## src/rtl/bounce_generator.sv

```systemverilog
// ---------------------------------------------------------------------------
// bounce_generator
//   Emulates a mechanical contact for exercising a debouncer. When the
//   requested level i_level differs from the emitted contact o_bouncy, the
//   block produces a burst of 2N+1 toggles. N is drawn from a free-running
//   LFSR and capped at p_BOUNCE_MAX. The burst ends on the requested level.
//   Each intermediate pulse is shorter than the debouncer tolerance of
//   2^p_CNT_WIDTH cycles. The final level is then held for 2^p_CNT_WIDTH+1
//   cycles, so a matched debouncer is guaranteed to accept it.
//
// Ports
//   i_clk    : clock, rising edge
//   i_rst    : synchronous active-high reset
//   i_level  : clean requested level
//   o_bouncy : emulated contact signal with bounce (registered)
//   o_busy   : high while a burst or its settle period is in progress
//   o_done   : one-cycle pulse when a transition has fully settled
// ---------------------------------------------------------------------------
module bounce_generator #(
    parameter int          p_CNT_WIDTH  = 2,
    parameter int          p_BOUNCE_MAX = 6,
    parameter logic [15:0] p_SEED       = 16'hACE1
) (
    input  logic i_clk,
    input  logic i_rst,
    input  logic i_level,
    output logic o_bouncy,
    output logic o_busy,
    output logic o_done
);

    // An all-zero state would lock up the LFSR.
    localparam logic [15:0] lp_SEED = (p_SEED == 16'h0000) ? 16'h0001 : p_SEED;
    localparam logic [15:0] lp_TAPS = 16'hB400;
    localparam logic [2:0]  lp_BMAX = 3'(p_BOUNCE_MAX);

    // Largest dwell reload value is 2^W-3, which gives D = 2^W-2 cycles.
    localparam logic [p_CNT_WIDTH-1:0] lp_ONES      = '1;
    localparam logic [p_CNT_WIDTH-1:0] lp_DWELL_MAX = lp_ONES - p_CNT_WIDTH'(2);

    // Counting down from 2^W to 0 holds the final level for 2^W+1 cycles.
    localparam logic [p_CNT_WIDTH:0]   lp_SETTLE    = {1'b1, {p_CNT_WIDTH{1'b0}}};

    typedef enum logic [1:0] {
        ST_IDLE,
        ST_BOUNCE,
        ST_SETTLE
    } state_t;

    state_t                 r_state;
    logic [15:0]            r_lfsr;
    logic                   r_target;
    logic [3:0]             r_left;    // toggles still to come in BOUNCE (2N at start)
    logic [p_CNT_WIDTH-1:0] r_dwell;   // D-1 down to 0; reloaded before it can wrap
    logic [p_CNT_WIDTH:0]   r_settle;

    logic [15:0]            w_lfsr_next;
    logic [2:0]             w_n;
    logic [p_CNT_WIDTH-1:0] w_dwell_load;

    // Galois form: shift right and fold the tap mask in when bit 0 falls out.
    assign w_lfsr_next  = {1'b0, r_lfsr[15:1]} ^ (r_lfsr[0] ? lp_TAPS : 16'h0000);
    assign w_n          = (r_lfsr[2:0] > lp_BMAX) ? lp_BMAX : r_lfsr[2:0];
    assign w_dwell_load = (r_lfsr[p_CNT_WIDTH-1:0] > lp_DWELL_MAX) ?
                          lp_DWELL_MAX : r_lfsr[p_CNT_WIDTH-1:0];

    always_ff @(posedge i_clk) begin
        if (i_rst) begin
            r_state  <= ST_IDLE;
            r_lfsr   <= lp_SEED;
            r_target <= 1'b0;
            r_left   <= '0;
            r_dwell  <= '0;
            r_settle <= '0;
            o_bouncy <= 1'b0;
            o_busy   <= 1'b0;
            o_done   <= 1'b0;
        end else begin
            r_lfsr <= w_lfsr_next;
            o_done <= 1'b0;
            case (r_state)
                ST_IDLE: begin
                    if (i_level != o_bouncy) begin
                        r_target <= i_level;
                        o_bouncy <= ~o_bouncy;
                        o_busy   <= 1'b1;
                        if (w_n == 3'd0) begin
                            // A single clean edge skips straight to settling.
                            r_state  <= ST_SETTLE;
                            r_settle <= lp_SETTLE;
                        end else begin
                            r_state <= ST_BOUNCE;
                            r_left  <= {w_n, 1'b0};
                            r_dwell <= w_dwell_load;
                        end
                    end
                end
                ST_BOUNCE: begin
                    if (r_dwell != '0) begin
                        r_dwell <= r_dwell - 1'b1;
                    end else if (r_left == 4'd1) begin
                        // The final toggle always lands on the latched target.
                        o_bouncy <= r_target;
                        r_state  <= ST_SETTLE;
                        r_settle <= lp_SETTLE;
                    end else begin
                        o_bouncy <= ~o_bouncy;
                        r_left   <= r_left - 4'd1;
                        r_dwell  <= w_dwell_load;
                    end
                end
                ST_SETTLE: begin
                    if (r_settle != '0) begin
                        r_settle <= r_settle - 1'b1;
                    end else begin
                        o_done  <= 1'b1;
                        o_busy  <= 1'b0;
                        r_state <= ST_IDLE;
                    end
                end
                default: begin
                    r_state <= ST_IDLE;
                end
            endcase
        end
    end

endmodule

```

## config.mk

```make
export PLATFORM = sky130hd
export DESIGN_NAME = bounce_generator
export DESIGN_NICKNAME = d
export VERILOG_FILES = /design/src/rtl/bounce_generator.sv
export SDC_FILE = /design/constraint.sdc
export NUM_CORES = 1
export LEC_CHECK = 0
export ABC_AREA = 1
export ABC_CLOCK_PERIOD_IN_PS = 2800
export BUFFER_PORTS_ARGS = -buffer_cell sky130_fd_sc_hd__buf_2
export CAP_MARGIN = 20
export CORE_MARGIN = 3
export CORE_UTILIZATION = 63
export DETAILED_ROUTE_END_ITERATION = 16
export GPL_TIMING_DRIVEN = 0
export PLACE_DENSITY = 0.81
export SLEW_MARGIN = 0
export SYNTH_ARGS = -nofsm -noshare
export SYNTH_HDL_FRONTEND = slang
export SYNTH_SLANG_ARGS = --single-unit
export TNS_END_PERCENT = 20
```

## constraint.sdc

```tcl
create_clock -name i_clk -period 2.8 [get_ports i_clk]
set_clock_uncertainty 0.2 [all_clocks]
set_input_delay 0.14 -clock i_clk [delete_from_list [all_inputs] [get_ports i_clk]]
set_output_delay 0.14 -clock i_clk [all_outputs]
set_load 0.1 [all_outputs]
```

==> flow_summary.toml, run 1 <==
[cells_and_area]
multi_input_area_um2 = 609
antenna-diode-count = 0
area_growth_pct = 9.88
layout-drive-gt1-share = 0.119
stdcell_area_um2 = 1480
nFillCells = 159
nets = 207
seqCellArea_um2 = 621
fin_util = 0.744

[detailed_routing]
met1_length_mm = 1.14
drt-total-wl_mm = 2.39
wl_per_cell_um = 10.5
drt.antenna.violating_nets = 0
highest_layer = "met4"
vias_per_cell = 4.90
route.detailed.drc = 0
initialDrtViolationCount = 23
first_pass_iters = 4
wl_met3_um = 109
met2_length_mm = 1.10
vias = 1118

[floorplanning]
core_region_area_um2 = 1980
die_y_um = 52.2
io_pins = 6
die_area_um2 = 2720
start_util = 0.677
rows = 16
die_x_um = 52.2

[logic_synthesis]
synth_seq_area_share = 0.462
synth_top_cell_area_share = 0.462
synth_cells = 186
yosysTopAreaCell = "dfxtp_1"
synthesis.nets = 193
ys_seq_elements = 31
ys.flop_type = "dfxtp_1"
ys_async_sr_fraction = 0
yosysMostFrequentCell = "nand2_1"
syn_area_per_cell_um2 = 7.22
synthDistinctLibCells = 19
synthTopCellsByArea = "dfxtp_1 46%, nand2_1 14%, inv_1 7.5%, nor2_1 7.5%, a21oi_1 4.1%"
synth_edf_count = 0
yosysWarnings = 0
synth.top_cells.by_count = "49 x nand2_1, 31 x dfxtp_1, 27 x inv_1, 27 x nor2_1"
syn_area_um2 = 1340

[timing]
worstMarginPinSlew_ns = 0.498
rsz0062_at_grt = "no"
slew_violations = 0
setup_viol = 0
fmaxAchievable_mhz = 656
min_period_over_period = 0.544
timing.final.hold_violations = 0
fin_tns_setup_ns = 0
setup_slack_ns = 1.28
slew_headroom = 0.668
fin_hold_ws_ns = 0.203
min_period_ns = 1.52

[power_and_ir_drop]
netSwitchingFraction = 0.456
worst_ir_drop_vdd_mv = 0.667
p_switching_mw = 0.697
power_frac_seq = 0.385
power_frac_clock = 0.167
power.density_nw_per_um2 = 1040
combPwrFrac = 0.448
p_int_mw = 0.833
p_leak_nw = 0.722

[placed_design]
place_hpwl_mm = 1.73
place_congestion = 0.868
post-place-ws_ns = 1.28
port_buffers = 5
placed_cell_area_um2 = 1400

[worst_setup_path]
worst-path-buf-inv = 1
critPathTopFamily = "simple AND/OR/NAND/NOR gates"
slowest_delay_ns = 0.35
crit_chain = "inv_1, ha_1, nand2_1, nand2_1, nand2_1, nand2_1, nor2_2, nand2_1, nand2_1, nor2_1"
worst_path_max_delay_cell = "dfxtp_1"
worst_setup_path_start_kind = "flop"
crit_type = "flop to flop"
cp.arrival_ns = 1.56
cp.required_ns = 2.84
critPathCaptureType = "flop"
cp_common_cell = "nand2_1"
worstPathMaxFanout = 4

[clocking]
clock_path_buffers = 2
path_clk_slew_ns = 0.10
clkLatencyLatePin_ns = 0.33
clock_sinks = 31
post_cts_buffers = 0
cts_buffers = 5
clock-root-buffer = "clkbuf_4"
h-tree-depth = 2
cts_tree = "yes"

[global_routing]
track_usage = 0.222
grt-ovfl-total = 0
grt_antenna_before_repair = 0
grt_max_degree = 11
grt_pass1_wl_mm = 4.38
grt_pass1_vias = 1070

[job]
max_cap_viol_count = 0

[hold_path]
min_path_type = "flop to flop"

[status]
status = "finished clean"
per-stage QoR:
stage          power (mW)  std cells
5_1_grt              1.67        228
6_report             1.53        228
3_5_place_dp         1.28        218
3_3_place_gp         1.26        218
2_1_floorplan        1.16        186
4_1_cts              1.54        228
power groups by stage:
stage	logic [mW]	registers, mW	clock network, mW
final	0.685	0.589	0.256
after global routing	0.792	0.601	0.276
after CTS	0.687	0.589	0.260
after detailed placement	0.681	0.599	0
after global placement	0.662	0.596	0
after floorplan	0.467	0.698	0
cell type report:
type | count | area share
inverters | 28 | 0.0712
repair buffers | 7 | 0.0305
multi-input cells | 125 | 0.413
clock inverters | 2 | 0.00848
plain buffers | 2 | 0.00509
well taps | 27 | 0.0229
flip-flops and latches | 31 | 0.421
clock buffers | 6 | 0.0280
flip-flops by register name, indices dropped and copies added, names as in the netlist:
| signal | flops |
|---|---|
| r_left | 4 |
| r_dwell | 2 |
| r_lfsr | 16 |
| o_done | 1 |
| r_target | 1 |
| o_bouncy | 1 |
| o_busy | 1 |
| r_state | 2 |
| r_settle | 3 |
what timing repair did:
item | in CTS | in global routing
setup endpoints to repair | 0 | 0
hold buffers | 2 | 0
gates resized for setup | 0 | 0
hold endpoints to repair | 4 | 0
final timing paths:
kind	start	end	slack, ns	cells after the start
worst min-delay path	r_lfsr[10]	r_lfsr[9]	0.20	2
worst min register to register	r_lfsr[10]	r_lfsr[9]	0.20	2
worst max-delay path	r_settle[0]	r_settle[1]	1.28	10
worst max register to register	r_settle[0]	r_settle[1]	1.28	10
kinds of logic (layout without fill, tap and decap cells):
family / after synthesis / in the layout / synth area share
and+or+nand+nor: 101 / 101 / 0.339
DFF: 31 / 31 / 0.462
buffers and inverters: 30 / 45 / 0.0839
AOI/OAI and AO/OA: 19 / 19 / 0.0708
adders and majority gates: 4 / 4 / 0.0373
xor gates and xnor gates: 1 / 1 / 0.00652
placed cells by master (no fill, tap or decap), drive strengths merged:
cell type / instances
nand2: 50
dfxtp: 31
nor2: 30
inv: 28
nand3: 13
a21oi: 11
o21ai: 8
clkbuf: 8
or2: 5
buf: 5
ha: 4
nand4: 2
dlygate4sd3: 2
xnor2: 1
nor3: 1
clkinvlp: 1
clkinv: 1
routing by layer:
layer / global-route usage / up-vias
met5: 0 / -
met4: 0.0851 / 0
met3: 0.0888 / 7
met2: 0.366 / 15
met1: 0.257 / 494
li1: - / 602
worst min-delay path, cell delays in order (launching register included):
cell and delay, ns:
dfxtp_1 0.30, inv_1 0.05, nor2_1 0.03
(Power assumes the default switching activity.)
==> run 2: changes to the inputs <==
--- a/config.mk
+++ b/config.mk
@@ -6,14 +6,14 @@
 export NUM_CORES = 1
 export LEC_CHECK = 0
 export ABC_AREA = 1
-export ABC_CLOCK_PERIOD_IN_PS = 2800
+export ABC_CLOCK_PERIOD_IN_PS = 1500
 export BUFFER_PORTS_ARGS = -buffer_cell sky130_fd_sc_hd__buf_2
 export CAP_MARGIN = 20
 export CORE_MARGIN = 3
-export CORE_UTILIZATION = 63
+export CORE_UTILIZATION = 58
 export DETAILED_ROUTE_END_ITERATION = 16
 export GPL_TIMING_DRIVEN = 0
-export PLACE_DENSITY = 0.81
+export PLACE_DENSITY = 0.76
 export SLEW_MARGIN = 0
 export SYNTH_ARGS = -nofsm -noshare
 export SYNTH_HDL_FRONTEND = slang
==> constraint.sdc (replaced) <==
create_clock -name i_clk -period 1.5 [get_ports i_clk]
set_clock_uncertainty 0.2 [all_clocks]
set_input_delay 0.075 -clock i_clk [delete_from_list [all_inputs] [get_ports i_clk]]
set_output_delay 0.075 -clock i_clk [all_outputs]
set_load 0.1 [all_outputs]
==> run 2 against run 1 <==
  * Power rose by 110%
  * Design area rose by 10%
  * First-iteration DRC count rose by 61%
  * Global-route usage fell by 0.67 points
  * Sequential power rose by 94%
  * Non-clock buffer count rose by 7
  * Via count rose by 5.7%
  * Die area rose by 7.6%
  * Flip-flop and latch count did not move
==> flow_summary.toml, run 2 (synthesis results as in run 1) <==
[cells_and_area]
nets = 214
stdcell_area_um2 = 1630
seqCellArea_um2 = 633
reg.largest.list = "r_lfsr x16, r_left x4, r_settle x3"
multi_input_area_um2 = 681
layout-drive-gt1-share = 0.246
fin_cells = 234
largest_reg_flops = 16
final_cell_mix = "44 x nand2_1, 25 x nor2_1, 25 x dfxtp_1, 24 x inv_1, 10 x a21oi_1"
final_common_cell = "nand2_1"
regMostFlops = "r_lfsr"
antenna-diode-count = 0
nFillCells = 154
area_growth_pct = 21.2

[floorplanning]
io_pins = 6
rows = 16
core_region_area_um2 = 2080
start_util = 0.645
die_y_um = 54.1
die_x_um = 54.1
die_area_um2 = 2930

[timing]
slew_headroom = 0.636
rsz0062_at_grt = "yes"
timing.final.hold_violations = 0
min_period_ns = 1.49
worstMarginPinSlew_ns = 0.545
min_period_over_period = 0.992
fmaxAchievable_mhz = 672
fin_tns_setup_ns = 0
fin_hold_ws_ns = 0.202
slew_violations = 0
setup_viol = 0

[clocking]
clock_path_buffers = 2
clkLatencyLatePin_ns = 0.32
path_clk_slew_ns = 0.09
cts_tree = "yes"
clock_sinks = 31
clock-root-buffer = "clkbuf_4"
cts_buffers = 5
h-tree-depth = 2

[detailed_routing]
route.detailed.drc = 0
drt.antenna.violating_nets = 0
vias = 1182
vias_per_cell = 5.05
met1_length_mm = 1.24
wl_met3_um = 130
initialDrtViolationCount = 37
met2_length_mm = 1.37
wl_per_cell_um = 12.0
first_pass_iters = 4
drt-total-wl_mm = 2.80
highest_layer = "met4"

[placed_design]
placed_cell_area_um2 = 1410
dp_cells = 218
place_hpwl_mm = 1.74
place_congestion = 0.902
port_buffers = 5

[worst_setup_path]
worst_path_max_delay_cell = "dfxtp_2"
crit_start = "r_left[0]"
path_depth = 8
cp_common_cell = "inv_1"
worst_setup_path_start_kind = "flop"
r2r_cells = 8
critPathTopFamily = "flip-flops"
cp.required_ns = 1.49
worstPathMaxFanout = 4
r2r-start = "r_left[0]"
critPathCaptureType = "flop"
cp.arrival_ns = 1.48
worst-path-buf-inv = 2
crit_type = "flop to flop"
crit_chain = "inv_1, ha_1, inv_1, nand2_1, nand3_1, o21ai_0, nand4_1, a21oi_1"
slowest_delay_ns = 0.38

[power_and_ir_drop]
power.density_nw_per_um2 = 2020
p_leak_nw = 0.780
worst_ir_drop_vdd_mv = 1.76

[global_routing]
track_usage = 0.216
grt-ovfl-total = 0
grt_max_degree = 11
grt_pass1_vias = 999
grt_pass1_wl_mm = 4.40
grt_antenna_before_repair = 0

[status]
status = "finished clean"

[hold_path]
min_path_cells = 2
min_path_type = "flop to flop"
hp-start = "r_lfsr[3]"

[job]
max_cap_viol_count = 0
## run 2: cell type report
| type | instances | share of cell area |
|---|---|---|
| buffer | 2 | 0.00462 |
| clock buffer | 7 | 0.0408 |
| inverter | 28 | 0.0662 |
| multi-input combinational | 125 | 0.418 |
| sequential | 31 | 0.389 |
| tap | 27 | 0.0208 |
| timing repair buffer | 14 | 0.0600 |
## run 2: where the power goes
| group | leakage [nW] | switching (mW) | internal (mW) |
|---|---|---|---|
| Sequential | 0.259 | 0.136 | 1.00 |
| Clock | 0.0365 | 0.265 | 0.276 |
| Combinational | 0.484 | 1.04 | 0.561 |
| Total | 0.780 | 1.44 | 1.84 |
## run 2: final timing paths
| kind | to | slack [ns] |
|---|---|---|
| setup reg to reg | r_left[2] | 0.01 |
| setup / recovery | r_left[2] | 0.01 |
| hold reg to reg | r_lfsr[2] | 0.20 |
| hold / removal | r_lfsr[2] | 0.20 |
## run 2: worst register-to-register path, stage by stage (launching register included)
cell and delay [ns]:
dfxtp_2 0.38, inv_1 0.09, ha_1 0.21, inv_1 0.05, nand2_1 0.05, nand3_1 0.09
o21ai_0 0.12, nand4_1 0.09, a21oi_1 0.07
## run 2: per-stage QoR
stage	worst slack, ns	power (mW)	util
final	0.0122	3.28	0.781
after global routing	-0.0892	3.53	0.781
after CTS	-0.000663	2.96	0.718
after detailed placement	-0.0243	2.41	0.675
after global placement	0.0224	2.36	0.675
after floorplan	0.0364	2.18	-
## run 2: metal layers
metal / global-route usage / up-vias
met4: 0.124 / 0
met3: 0.0499 / 7
met1: 0.274 / 532
met5: 0 / -
met2: 0.333 / 29
li1: - / 614
## run 2: what timing repair did
action | 4_1_cts | 5_1_grt
hold buffers | 2 | 0
gates resized for setup | 3 | 24
endpoints found under the hold margin | 8 | 0
buffers inserted | 0 | 7
pin swaps | 1 | 7
endpoints found under the setup margin | 7 | 10
==> run 3: changes to the inputs <==
--- a/config.mk
+++ b/config.mk
@@ -6,14 +6,14 @@
 export NUM_CORES = 1
 export LEC_CHECK = 0
 export ABC_AREA = 1
-export ABC_CLOCK_PERIOD_IN_PS = 1500
+export ABC_CLOCK_PERIOD_IN_PS = 1900
 export BUFFER_PORTS_ARGS = -buffer_cell sky130_fd_sc_hd__buf_2
 export CAP_MARGIN = 20
 export CORE_MARGIN = 3
-export CORE_UTILIZATION = 58
+export CORE_UTILIZATION = 63
 export DETAILED_ROUTE_END_ITERATION = 16
 export GPL_TIMING_DRIVEN = 0
-export PLACE_DENSITY = 0.76
+export PLACE_DENSITY = 0.81
 export SLEW_MARGIN = 0
 export SYNTH_ARGS = -nofsm -noshare
 export SYNTH_HDL_FRONTEND = slang
==> constraint.sdc (replaced) <==
create_clock -name i_clk -period 1.9 [get_ports i_clk]
set_clock_uncertainty 0.2 [all_clocks]
set_input_delay 0.095 -clock i_clk [delete_from_list [all_inputs] [get_ports i_clk]]
set_output_delay 0.095 -clock i_clk [all_outputs]
set_load 0.1 [all_outputs]
==> run 3 against run 2 <==
  * Design area shrank 8.3%
  * Critical path depth grew 1
  * Clock-buffer cell count grew 1
  * Power shrank 29%
  * Via count shrank 3.7%
  * Hold slack lost 0.0051 ns
  * Sequential share of layout area grew 2.8 points
  * First-iteration DRC count shrank 35%
  * Critical endpoint is now r_settle[1]
==> flow_summary.toml, run 3 (synthesis results as in run 1) <==
[timing]
timing.final.hold_violations = 0
min_period_ns = 1.55
slew_violations = 0
slew_headroom = 0.678
setup_slack_ns = 0.354
min_period_over_period = 0.814
worstMarginPinSlew_ns = 0.487
fin_hold_ws_ns = 0.197
rsz0062_at_grt = "no"
fin_tns_setup_ns = 0
fmaxAchievable_mhz = 647
setup_viol = 0

[cells_and_area]
fin_cells = 228
stdcell_area_um2 = 1490
area_growth_pct = 11.1
nFillCells = 160
regMostFlops = "r_lfsr"
layout-drive-gt1-share = 0.124
final_common_cell = "nand2_1"
reg.largest.list = "r_lfsr x16, r_left x4, r_settle x3"
fin_util = 0.753
nets = 207
final_cell_mix = "49 x nand2_1, 30 x dfxtp_1, 27 x inv_1, 27 x nor2_1"
largest_reg_flops = 16
antenna-diode-count = 0

[clocking]
h-tree-depth = 2
clock_path_buffers = 2
post_cts_buffers = 0
cts_tree = "yes"
cts_resized = 0
cts_hold_buf = 2
cts_buffers = 5
clock-root-buffer = "clkbuf_4"
clock_sinks = 31
path_clk_slew_ns = 0.10
clkLatencyLatePin_ns = 0.33

[power_and_ir_drop]
worst_ir_drop_vdd_mv = 1.30
power.total_mw = 2.33
power.density_nw_per_um2 = 1560
p_leak_nw = 0.733

[placed_design]
placed_cell_area_um2 = 1400
post-place-ws_ns = 0.384
dp_cells = 218
port_buffers = 5
place_congestion = 0.868
place_hpwl_mm = 1.78

[worst_setup_path]
worst_setup_path_start_kind = "flop"
crit_type = "flop to flop"
setup.worst_path.end = "r_settle[1]"
r2r_cells = 9
r2r_setup_slack_ns = 0.35
r2r-end = "r_settle[1]"
cp.required_ns = 1.94
cp.arrival_ns = 1.58
critPathCaptureType = "flop"
worstPathMaxFanout = 5
crit_start = "r_left[1]"
r2r-start = "r_left[1]"

[global_routing]
grt_antenna_before_repair = 0
track_usage = 0.228
grt-ovfl-total = 0
grt_max_degree = 11
grt_pass1_vias = 1109
grt_pass1_wl_mm = 4.42

[floorplanning]
io_pins = 6
start_util = 0.677
die_x_um = 52.2
die_area_um2 = 2720
core_region_area_um2 = 1980
rows = 16
die_y_um = 52.2

[detailed_routing]
vias_per_cell = 4.99
first_pass_iters = 4
highest_layer = "met4"
route.detailed.drc = 0
vias = 1138
drt-total-wl_mm = 2.52
met1_length_mm = 1.14
wl_met3_um = 68
wl_per_cell_um = 11.0
met2_length_mm = 1.24
drt.antenna.violating_nets = 0
initialDrtViolationCount = 24

[status]
status = "finished clean"

[job]
max_cap_viol_count = 0

[hold_path]
min_path_type = "flop to flop"
run 3: how the worst min path moves through the flow:
stage               depth (start not counted)  slack, ns        from        end
floorplan                                   1      0.002       i_rst  r_lfsr[5]
global placement                            2       0.14       i_rst  r_lfsr[5]
detailed placement                          2       0.16       i_rst  r_lfsr[6]
CTS                                         2       0.20   r_lfsr[3]  r_lfsr[2]
global route                                2       0.23  r_lfsr[10]  r_lfsr[9]
finish                                      2       0.20   r_lfsr[3]  r_lfsr[2]
run 3: per-layer routing:
| layer | global-route usage | vias up |
|---|---|---|
| met3 | 0.0630 | 8 |
| met4 | 0.132 | 0 |
| li1 | - | 599 |
| met1 | 0.243 | 516 |
| met5 | 0 | - |
| met2 | 0.400 | 15 |
run 3: final cells by class:
type                    count  area [um2]  share of cell area
flip-flops and latches     31         622               0.417
multi-input cells         125         609               0.409
inverters                  28         105              0.0705
clock buffers               8        68.8              0.0461
repair buffers              7        45.0              0.0302
well taps                  27        33.8              0.0227
plain buffers               2        7.51             0.00503
run 3: worst max-delay path, stage by stage, from the launching register on:
cell	delay (ns)
dfxtp_1	0.31
inv_1	0.12
ha_1	0.19
nand2_1	0.07
nand2_1	0.11
nand3_1	0.11
nor2_2	0.17
nand2_1	0.07
nand2_1	0.06
nor2_1	0.04
run 3: report_power, final:
group / switching [mW] / internal (mW) / total [mW]
clock: 0.214 / 0.217 / 0.431
combinational: 0.720 / 0.311 / 1.03
sequential: 0.0935 / 0.778 / 0.871
